**src/rtl/multicore_run_controller_pkg.sv**
```systemverilog
// Shared types for the multicore run controller: FSM state encoding, memory-port
// select encoding and small decode helpers used by the top and the bench.
package mp_ctrl_pkg;

  typedef enum logic [2:0] {
    IDLE      = 3'd0,
    LOAD_IMEM = 3'd1,
    LOAD_DMEM = 3'd2,
    EXECUTE   = 3'd3,
    UNLOAD    = 3'd4,
    FINISH    = 3'd5,
    ABORT     = 3'd6
  } state_t;

  typedef enum logic [1:0] {
    NONE  = 2'd0,
    UART  = 2'd1,
    CORES = 2'd2
  } mem_sel_t;

  // Which agent owns the data-memory port while the controller sits in state s.
  function automatic mem_sel_t mem_sel_for(state_t s);
    case (s)
      LOAD_DMEM, UNLOAD: return UART;
      EXECUTE:           return CORES;
      default:           return NONE;
    endcase
  endfunction

  // States in which a new run request may be accepted.
  function automatic logic accepts_start(state_t s);
    return (s == IDLE) || (s == FINISH) || (s == ABORT);
  endfunction

endpackage

```
**src/rtl/multicore_run_controller_if.sv**
```systemverilog
// Snooped UART-side data-memory write bus, observed by the run controller to
// capture run descriptors while the data memory is being loaded.
interface multicore_run_controller_if #(
  parameter int ADDR_WIDTH = 12,
  parameter int REG_WIDTH  = 12
);
  // Valid-only strobe: every cycle with snoop_wr_en high is one write of
  // snoop_data to snoop_addr; there is no ready, the observer never stalls it.
  logic                  snoop_wr_en;
  logic [ADDR_WIDTH-1:0] snoop_addr;
  logic [REG_WIDTH-1:0]  snoop_data;

  modport master (
    output snoop_wr_en,
    output snoop_addr,
    output snoop_data
  );

  modport slave (
    input snoop_wr_en,
    input snoop_addr,
    input snoop_data
  );
endinterface

```
**src/rtl/multicore_run_controller_run_timer.sv**
```systemverilog
// Execute-phase cycle counter: synchronous clear, count enable, saturation at
// all-ones, and a timeout flag raised on the cycle the count reaches TIMEOUT_CYC.
module run_timer #(
  parameter int          CNT_WIDTH   = 26,
  parameter int unsigned TIMEOUT_CYC = 2**26 - 1
) (
  input  logic                 clk,
  input  logic                 rst,
  input  logic                 clear,
  input  logic                 enable,
  output logic [CNT_WIDTH-1:0] count,
  output logic                 expired
);

  localparam logic [CNT_WIDTH:0] LIMIT = (CNT_WIDTH + 1)'(TIMEOUT_CYC);

  logic [CNT_WIDTH-1:0] count_q;
  logic [CNT_WIDTH-1:0] count_d;
  logic [CNT_WIDTH:0]   count_inc;

  always_comb begin
    count_inc = {1'b0, count_q} + (CNT_WIDTH + 1)'(1);
    count_d   = count_q;
    if (clear) begin
      count_d = '0;
    end else if (enable && !(&count_q)) begin
      count_d = count_inc[CNT_WIDTH-1:0];
    end
  end

  // Expires on the enabled cycle whose increment lands on the limit, so the
  // abort edge leaves count == TIMEOUT_CYC.
  assign expired = (TIMEOUT_CYC != 0) && enable && (count_inc >= LIMIT);
  assign count   = count_q;

  always_ff @(posedge clk or posedge rst) begin
    if (rst) begin
      count_q <= '0;
    end else begin
      count_q <= count_d;
    end
  end

endmodule

```
**src/rtl/multicore_run_controller.sv**
```systemverilog
// Run sequencer for the N-core matrix processor: IMEM load, DMEM load, execute
// with all-core done aggregation and timeout, then result unload.
module multicore_run_controller
  import mp_ctrl_pkg::*;
#(
  parameter int          CORE_COUNT  = 2,
  parameter int          ADDR_WIDTH  = 12,
  parameter int          REG_WIDTH   = 12,
  parameter int          Q_END_LOC   = 7,
  parameter int          R_START_LOC = 5,
  parameter int          R_END_LOC   = 8,
  parameter int unsigned TIMEOUT_CYC = 2**26 - 1,
  parameter int          CNT_WIDTH   = 26
) (
  input  logic                  clk,
  input  logic                  rst,
  input  logic                  start,
  input  logic                  reload,
  input  logic                  imem_received,
  input  logic                  dmem_received,
  input  logic                  dmem_transmitted,
  input  logic [CORE_COUNT-1:0] core_done,
  input  logic [CORE_COUNT-1:0] core_ready,
  multicore_run_controller_if.slave snoop,
  output logic [2:0]            state,
  output logic [1:0]            mem_sel,
  output logic                  imem_rx_en,
  output logic                  dmem_rx_en,
  output logic                  process_start,
  output logic                  tx_start,
  output logic [REG_WIDTH-1:0]  rx_end_addr,
  output logic [REG_WIDTH-1:0]  tx_start_addr,
  output logic [REG_WIDTH-1:0]  tx_end_addr,
  output logic [CNT_WIDTH-1:0]  run_cycles,
  output logic                  timeout
);

  if ((Q_END_LOC == R_START_LOC) || (Q_END_LOC == R_END_LOC) || (R_START_LOC == R_END_LOC)) begin : g_loc_check
    $error("multicore_run_controller: descriptor locations must be distinct");
  end

  state_t                state_q, state_d;
  mem_sel_t              mem_sel_q, mem_sel_d;
  logic                  imem_rx_en_q, imem_rx_en_d;
  logic                  dmem_rx_en_q, dmem_rx_en_d;
  logic                  process_start_q, process_start_d;
  logic                  tx_start_q, tx_start_d;
  logic                  timeout_q, timeout_d;
  logic [CORE_COUNT-1:0] done_mask_q, done_mask_d;
  logic [REG_WIDTH-1:0]  rx_end_addr_q, rx_end_addr_d;
  logic [REG_WIDTH-1:0]  tx_start_addr_q, tx_start_addr_d;
  logic [REG_WIDTH-1:0]  tx_end_addr_q, tx_end_addr_d;

  logic                  all_done;
  logic                  timer_clear;
  logic                  timer_enable;
  logic                  timer_expired;
  logic [CNT_WIDTH-1:0]  timer_count;

  // core_ready is status for the host side only; sequencing relies on done levels.
  logic unused_core_ready;
  assign unused_core_ready = ^core_ready;

  assign timer_enable = (state_q == EXECUTE);

  run_timer #(
    .CNT_WIDTH   (CNT_WIDTH),
    .TIMEOUT_CYC (TIMEOUT_CYC)
  ) u_run_timer (
    .clk     (clk),
    .rst     (rst),
    .clear   (timer_clear),
    .enable  (timer_enable),
    .count   (timer_count),
    .expired (timer_expired)
  );

  always_comb begin
    state_d         = state_q;
    process_start_d = 1'b0;
    tx_start_d      = 1'b0;
    timeout_d       = timeout_q;
    done_mask_d     = done_mask_q;
    timer_clear     = 1'b0;
    // Include this cycle's done levels so the last core finishing moves the
    // FSM on the same edge it is first seen.
    all_done        = &(done_mask_q | core_done);

    case (state_q)
      IDLE, FINISH, ABORT: begin
        if (start) begin
          timeout_d = 1'b0;
          if (reload) begin
            state_d = LOAD_IMEM;
          end else begin
            state_d         = EXECUTE;
            process_start_d = 1'b1;
          end
        end
      end
      LOAD_IMEM: begin
        if (imem_received) state_d = LOAD_DMEM;
      end
      LOAD_DMEM: begin
        if (dmem_received) begin
          state_d         = EXECUTE;
          process_start_d = 1'b1;
        end
      end
      EXECUTE: begin
        done_mask_d = done_mask_q | core_done;
        if (all_done) begin
          state_d    = UNLOAD;
          tx_start_d = 1'b1;
        end else if (timer_expired) begin
          state_d   = ABORT;
          timeout_d = 1'b1;
        end
      end
      UNLOAD: begin
        if (dmem_transmitted) state_d = FINISH;
      end
      default: state_d = IDLE;
    endcase

    if ((state_d == EXECUTE) && (state_q != EXECUTE)) begin
      done_mask_d = '0;
      timer_clear = 1'b1;
    end

    // Moore outputs are registered from the next state so they line up with it.
    mem_sel_d    = mem_sel_for(state_d);
    imem_rx_en_d = (state_d == LOAD_IMEM);
    dmem_rx_en_d = (state_d == LOAD_DMEM);
  end

  always_comb begin
    rx_end_addr_d   = rx_end_addr_q;
    tx_start_addr_d = tx_start_addr_q;
    tx_end_addr_d   = tx_end_addr_q;
    if ((state_q == LOAD_DMEM) && snoop.snoop_wr_en) begin
      if (snoop.snoop_addr == ADDR_WIDTH'(Q_END_LOC))   rx_end_addr_d   = snoop.snoop_data;
      if (snoop.snoop_addr == ADDR_WIDTH'(R_START_LOC)) tx_start_addr_d = snoop.snoop_data;
      if (snoop.snoop_addr == ADDR_WIDTH'(R_END_LOC))   tx_end_addr_d   = snoop.snoop_data;
    end
  end

  always_ff @(posedge clk or posedge rst) begin
    if (rst) begin
      state_q         <= IDLE;
      mem_sel_q       <= NONE;
      imem_rx_en_q    <= 1'b0;
      dmem_rx_en_q    <= 1'b0;
      process_start_q <= 1'b0;
      tx_start_q      <= 1'b0;
      timeout_q       <= 1'b0;
      done_mask_q     <= '0;
    end else begin
      state_q         <= state_d;
      mem_sel_q       <= mem_sel_d;
      imem_rx_en_q    <= imem_rx_en_d;
      dmem_rx_en_q    <= dmem_rx_en_d;
      process_start_q <= process_start_d;
      tx_start_q      <= tx_start_d;
      timeout_q       <= timeout_d;
      done_mask_q     <= done_mask_d;
    end
  end

  always_ff @(posedge clk or posedge rst) begin
    if (rst) begin
      rx_end_addr_q   <= '0;
      tx_start_addr_q <= '0;
      tx_end_addr_q   <= '0;
    end else begin
      rx_end_addr_q   <= rx_end_addr_d;
      tx_start_addr_q <= tx_start_addr_d;
      tx_end_addr_q   <= tx_end_addr_d;
    end
  end

  assign state         = state_q;
  assign mem_sel       = mem_sel_q;
  assign imem_rx_en    = imem_rx_en_q;
  assign dmem_rx_en    = dmem_rx_en_q;
  assign process_start = process_start_q;
  assign tx_start      = tx_start_q;
  assign rx_end_addr   = rx_end_addr_q;
  assign tx_start_addr = tx_start_addr_q;
  assign tx_end_addr   = tx_end_addr_q;
  assign run_cycles    = timer_count;
  assign timeout       = timeout_q;

endmodule

```
**src/flat_wrapper.sv**
```systemverilog
// flat-port wrapper written by rule: the top's interface ports become plain ports
module multicore_run_controller_flat import mp_ctrl_pkg::*;
#(
  parameter int          CORE_COUNT  = 2,
  parameter int          ADDR_WIDTH  = 12,
  parameter int          REG_WIDTH   = 12,
  parameter int          Q_END_LOC   = 7,
  parameter int          R_START_LOC = 5,
  parameter int          R_END_LOC   = 8,
  parameter int unsigned TIMEOUT_CYC = 2**26 - 1,
  parameter int          CNT_WIDTH   = 26
)
  (clk, rst, start, reload, imem_received, dmem_received, dmem_transmitted, core_done, core_ready, state, mem_sel, imem_rx_en, dmem_rx_en, process_start, tx_start, rx_end_addr, tx_start_addr, tx_end_addr, run_cycles, timeout, snoop_snoop_wr_en, snoop_snoop_addr, snoop_snoop_data);
  multicore_run_controller_if #(.ADDR_WIDTH(ADDR_WIDTH), .REG_WIDTH(REG_WIDTH)) snoop_i ();
  input  logic clk;
  input  logic rst;
  input  logic start;
  input  logic reload;
  input  logic imem_received;
  input  logic dmem_received;
  input  logic dmem_transmitted;
  input  logic [CORE_COUNT-1:0] core_done;
  input  logic [CORE_COUNT-1:0] core_ready;
  output logic [2:0] state;
  output logic [1:0] mem_sel;
  output logic imem_rx_en;
  output logic dmem_rx_en;
  output logic process_start;
  output logic tx_start;
  output logic [REG_WIDTH-1:0] rx_end_addr;
  output logic [REG_WIDTH-1:0] tx_start_addr;
  output logic [REG_WIDTH-1:0] tx_end_addr;
  output logic [CNT_WIDTH-1:0] run_cycles;
  output logic timeout;
  input wire logic [$bits(snoop_i.snoop_wr_en)-1:0] snoop_snoop_wr_en;
  input wire logic [$bits(snoop_i.snoop_addr)-1:0] snoop_snoop_addr;
  input wire logic [$bits(snoop_i.snoop_data)-1:0] snoop_snoop_data;
  assign snoop_i.snoop_wr_en = snoop_snoop_wr_en;
  assign snoop_i.snoop_addr = snoop_snoop_addr;
  assign snoop_i.snoop_data = snoop_snoop_data;
  multicore_run_controller #(.CORE_COUNT(CORE_COUNT), .ADDR_WIDTH(ADDR_WIDTH), .REG_WIDTH(REG_WIDTH), .Q_END_LOC(Q_END_LOC), .R_START_LOC(R_START_LOC), .R_END_LOC(R_END_LOC), .TIMEOUT_CYC(TIMEOUT_CYC), .CNT_WIDTH(CNT_WIDTH)) u_core (.clk(clk), .rst(rst), .start(start), .reload(reload), .imem_received(imem_received), .dmem_received(dmem_received), .dmem_transmitted(dmem_transmitted), .core_done(core_done), .core_ready(core_ready), .snoop(snoop_i), .state(state), .mem_sel(mem_sel), .imem_rx_en(imem_rx_en), .dmem_rx_en(dmem_rx_en), .process_start(process_start), .tx_start(tx_start), .rx_end_addr(rx_end_addr), .tx_start_addr(tx_start_addr), .tx_end_addr(tx_end_addr), .run_cycles(run_cycles), .timeout(timeout));
endmodule
```
**config.mk**
```make
export PLATFORM = sky130hd
export DESIGN_NAME = multicore_run_controller_flat
export DESIGN_NICKNAME = d
export VERILOG_FILES = /design/src/rtl/multicore_run_controller_pkg.sv /design/src/rtl/multicore_run_controller_if.sv /design/src/rtl/multicore_run_controller_run_timer.sv /design/src/rtl/multicore_run_controller.sv /design/src/flat_wrapper.sv
export SDC_FILE = /design/constraint.sdc
export NUM_CORES = 1
export LEC_CHECK = 0
export ABC_AREA = 1
export CORE_MARGIN = 8
export CORE_UTILIZATION = 45
export CTS_BUF_LIST = sky130_fd_sc_hd__clkbuf_8
export DETAILED_ROUTE_END_ITERATION = 10
export PLACE_DENSITY = 0.75
export SYNTH_ARGS = -nofsm -noshare
export SYNTH_HDL_FRONTEND = slang
export SYNTH_HIERARCHICAL = 1
export SYNTH_SLANG_ARGS = --single-unit
```
**constraint.sdc**
```tcl
create_clock -name clk -period 5.55 [get_ports clk]
set_input_delay 1.11 -clock clk [delete_from_list [all_inputs] [get_ports clk]]
set_output_delay 1.11 -clock clk [all_outputs]
set_load 0.05 [all_outputs]
```
==> results.txt <==
Congestion Overflow GR - 0
Worst hold start - u_core/tx_start_addr[0]
Rows - 34
Synth Instances - 512
Sw power - 668.9 uW
Combinational share of power - 0.340
Clock Path Buffers - 2
Clock network fraction of design power - 0.287
Final Cycle Share - 0.5180
Drt pass-1 iters - 4
Worst Setup SP - u_core/u_run_timer/count[1]
Asr flop ratio synth - 1.000
Setup TNS - 0 ps
Crit path max-delay cell type - dfrtp_1
Worst Clk Skew - 8.553 ps
HP Class - reg2reg
Uppermost layer routed - met4
Iter 0 DRT Violations - 150
Hold buffer count at cts - 0
RR Startpoint - u_core/u_run_timer/count[1]
Worst slew margin - 0.3306
P_int - 1.006 mW
Total GRT Usage - 0.1817
Die Area - 12040 um^2
Initial core utilization - 0.4577
CP Capture Type - flip-flop
Initial antenna violation count - 0
Seq pwr share - 0.373
Final setup viols - 0
Syn Nets - 550
DRT antenna net count - 0
Clk pin slew, worst setup/hold paths - 90 ps
Antenna cells - 0
Later-pin clock latency in the skew report - 350 ps
Largest net degree at the start of global routing - 49
Slowest stage delay, CP - 440 ps
Cts repair resizes - 0
Vias/cell - 5.031
Total number of vias - 3678
Buf+Inv Stages, Crit Path - 1
Die X - 109.7 um
CTS buffer count - 9
Number of synthesized flops with an enable pin - 0
CP max FO - 8
RSZ-0062 raised after global routing - no
Vias in the first global route - 3607
Routed WL - 10.61 mm
Clock tree root driver cell - clkbuf_8
Worst Path Arrival - 3120 ps
Status - finished, final reports clean
Pre-CTS setup slack - 2589 ps
Final WS setup - 2675 ps
Endpoints failing hold - 0
FILL cells - 755
IO buf count - 105
PwrDens - 318.7 nW/um^2
H-tree depth - 3
Placer Congestion - 0.9278
Cell area after synthesis - 3953 um^2
Top_reg_cell synth - dfrtp_1
Syn avg cell area - 7.720 um^2
Layout cell share with drive strength beyond 1 - 0.08347
Worst IR Drop VDD - 0.2944 mV
Seq/Total Area, Yosys - 0.4685
Crit-path cells - ha_1 > nand2_2 > nor2_4 > nand2_1 > nor2_1 > nand2_1 > nand2_1 > nand2_1 > nor2_1 > nand2_1 > nor2_1 > nand2_1 > a21oi_1 > nand4_1 > nand2_1 > inv_1 > nand3_1 > nor2_1 > nand2_1 > nand2_1
Maximum capacitance violations - 0
Final-stage net count - 656
Switching portion of total power - 0.3994
Clock sinks - 74
Dpl hpwl - 8.039 mm
Post-CTS Setup Bufs - 0
Synth unique cells - 27
Worst EP required - 5790 ps
Register bit count reported by yosys - 74
CP Class - reg2reg
CP top delay family - simple AND/OR/NAND/NOR gates
Startpoint Class - flip-flop
P_leak - 2.264 nW
DRC - 0
Worst-margin pin slew - 1003 ps
First-pass GRT wire length - 17.18 mm
Final Slew Violations - 0
Die height - 109.7 um
# IOs - 108
Core Box Area - 8636 um^2
Metal1 wirelength - 4.357 mm
Area Growth Syn to Fin - 32.95%
Met2 WL - 4.888 mm
Met3 WL - 1.047 mm
Peak Freq - 347.8 MHz
Fin crit period - 2875 ps
Hold Slack - 492.5 ps
Total power - 1.675 mW
Average wire per cell in the routed design - 14.51 um
CTS tree - built
YS warnings - 6
Most Frequent Cell on Critical Path - nand2_1
## state kept, by name, indices dropped and copies added (netlist names)
signal,cells
u_core/dmem_rx_en,1
u_core/done_mask_q,2
u_core/imem_rx_en,1
u_core/mem_sel,2
u_core/process_start,1
u_core/rx_end_addr,12
u_core/state,3
u_core/timeout,1
u_core/tx_end_addr,12
u_core/tx_start,1
u_core/tx_start_addr,12
u_core/u_run_timer/count,26
## cells by family after synthesis
family,share of synthesized area
simple gates,0.3124
buf+inv,0.09592
compound gates,0.1124
flops,0.4685
xor+xnor,0.004433
fa+ha+maj,0.006330
## cells in the mapped netlist (all sizes together), types with 3 or more instances
master  number  area [um^2]
a21oi        3        15.01
buf         10        108.9
dfrtp       74         1852
inv         72        270.3
nand2      166        653.1
nand3       32        180.2
nand4       12        75.07
nor2        61        284.0
o21ai       60        326.6
o22ai       12        87.58
## worst paths after layout
kind                       cells after the start                           end  slack (ps)
max                                           20             u_core/mem_sel[0]        2670
min                                            2       u_core/tx_start_addr[0]         490
max reg2reg                                   20             u_core/mem_sel[0]        2670
min reg2reg                                    2       u_core/tx_start_addr[0]         490
max in group asynchronous                      2  u_core/u_run_timer/count[14]        3590
min in group asynchronous                      2       u_core/tx_start_addr[6]        1340
## stage by stage
| step | std cells | cell area (um^2) | util |
|---|---|---|---|
| after floorplan | 512 | 3953 | - |
| after global placement | 715 | 5030 | 0.5824 |
| after detailed placement | 715 | 5030 | 0.5824 |
| after CTS | 731 | 5255 | 0.6085 |
| after global routing | 731 | 5255 | 0.6085 |
| final | 731 | 5255 | 0.6085 |
## layout by cell type (no fill, tap or decap)
master / netlist / routed
inv_6: 0 / 2
o31ai_1: 2 / 2
nand3_2: 4 / 4
nand3_1: 28 / 28
clkinv_4: 0 / 1
nand4_1: 12 / 12
clkinvlp_4: 0 / 2
nor4_4: 1 / 1
inv_1: 68 / 67
dfrtp_1: 74 / 74
o21ai_0: 41 / 41
o21ai_1: 12 / 12
nor2_4: 7 / 7
o21ai_2: 7 / 7
inv_2: 4 / 5
o22ai_2: 2 / 2
o22ai_1: 10 / 10
nand2_4: 2 / 2
bufinv_16: 0 / 2
nand2_1: 158 / 158
nor3_2: 1 / 1
nor4_1: 1 / 1
a21oi_1: 3 / 3
nand2_2: 6 / 6
clkdlybuf4s50_1: 0 / 105
clkbuf_8: 0 / 9
ha_1: 2 / 2
xor2_1: 2 / 2
nor2_2: 1 / 1
nor2_1: 53 / 53
nor3_1: 1 / 1
## cell type report
cell class                 count  area (um^2)  area share
clock buffer                   9        123.9     0.02357
clock inverter                 7        101.3     0.01929
inverter                      72        270.3     0.05143
multi-input combinational    356         1722      0.3276
sequential                    74         1852      0.3524
tap                          108        135.1     0.02571
timing repair buffer         105         1051      0.2000
## worst min-delay path, stage by stage (launching register included)
cell	delay (ps)
dfrtp_1	350
nand2_1	50
o21ai_0	60
## routing by layer
layer	global-route usage	vias to the layer above
met5	0	-
met4	0.09257	0
met3	0.06917	23
met2	0.2847	126
met1	0.2138	1677
li1	-	1852
## power by group through the flow
| stage | registers [mW] | clock network (mW) | logic, mW |
|---|---|---|---|
| 2_1_floorplan | 0.755 | 0 | 0.304 |
| 3_3_place_gp | 0.634 | 0 | 0.561 |
| 3_5_place_dp | 0.635 | 0 | 0.572 |
| 4_1_cts | 0.626 | 0.494 | 0.574 |
| 5_1_grt | 0.632 | 0.509 | 0.621 |
| 6_report | 0.625 | 0.481 | 0.570 |
No activity file was read; power rests on OpenSTA's default activity.
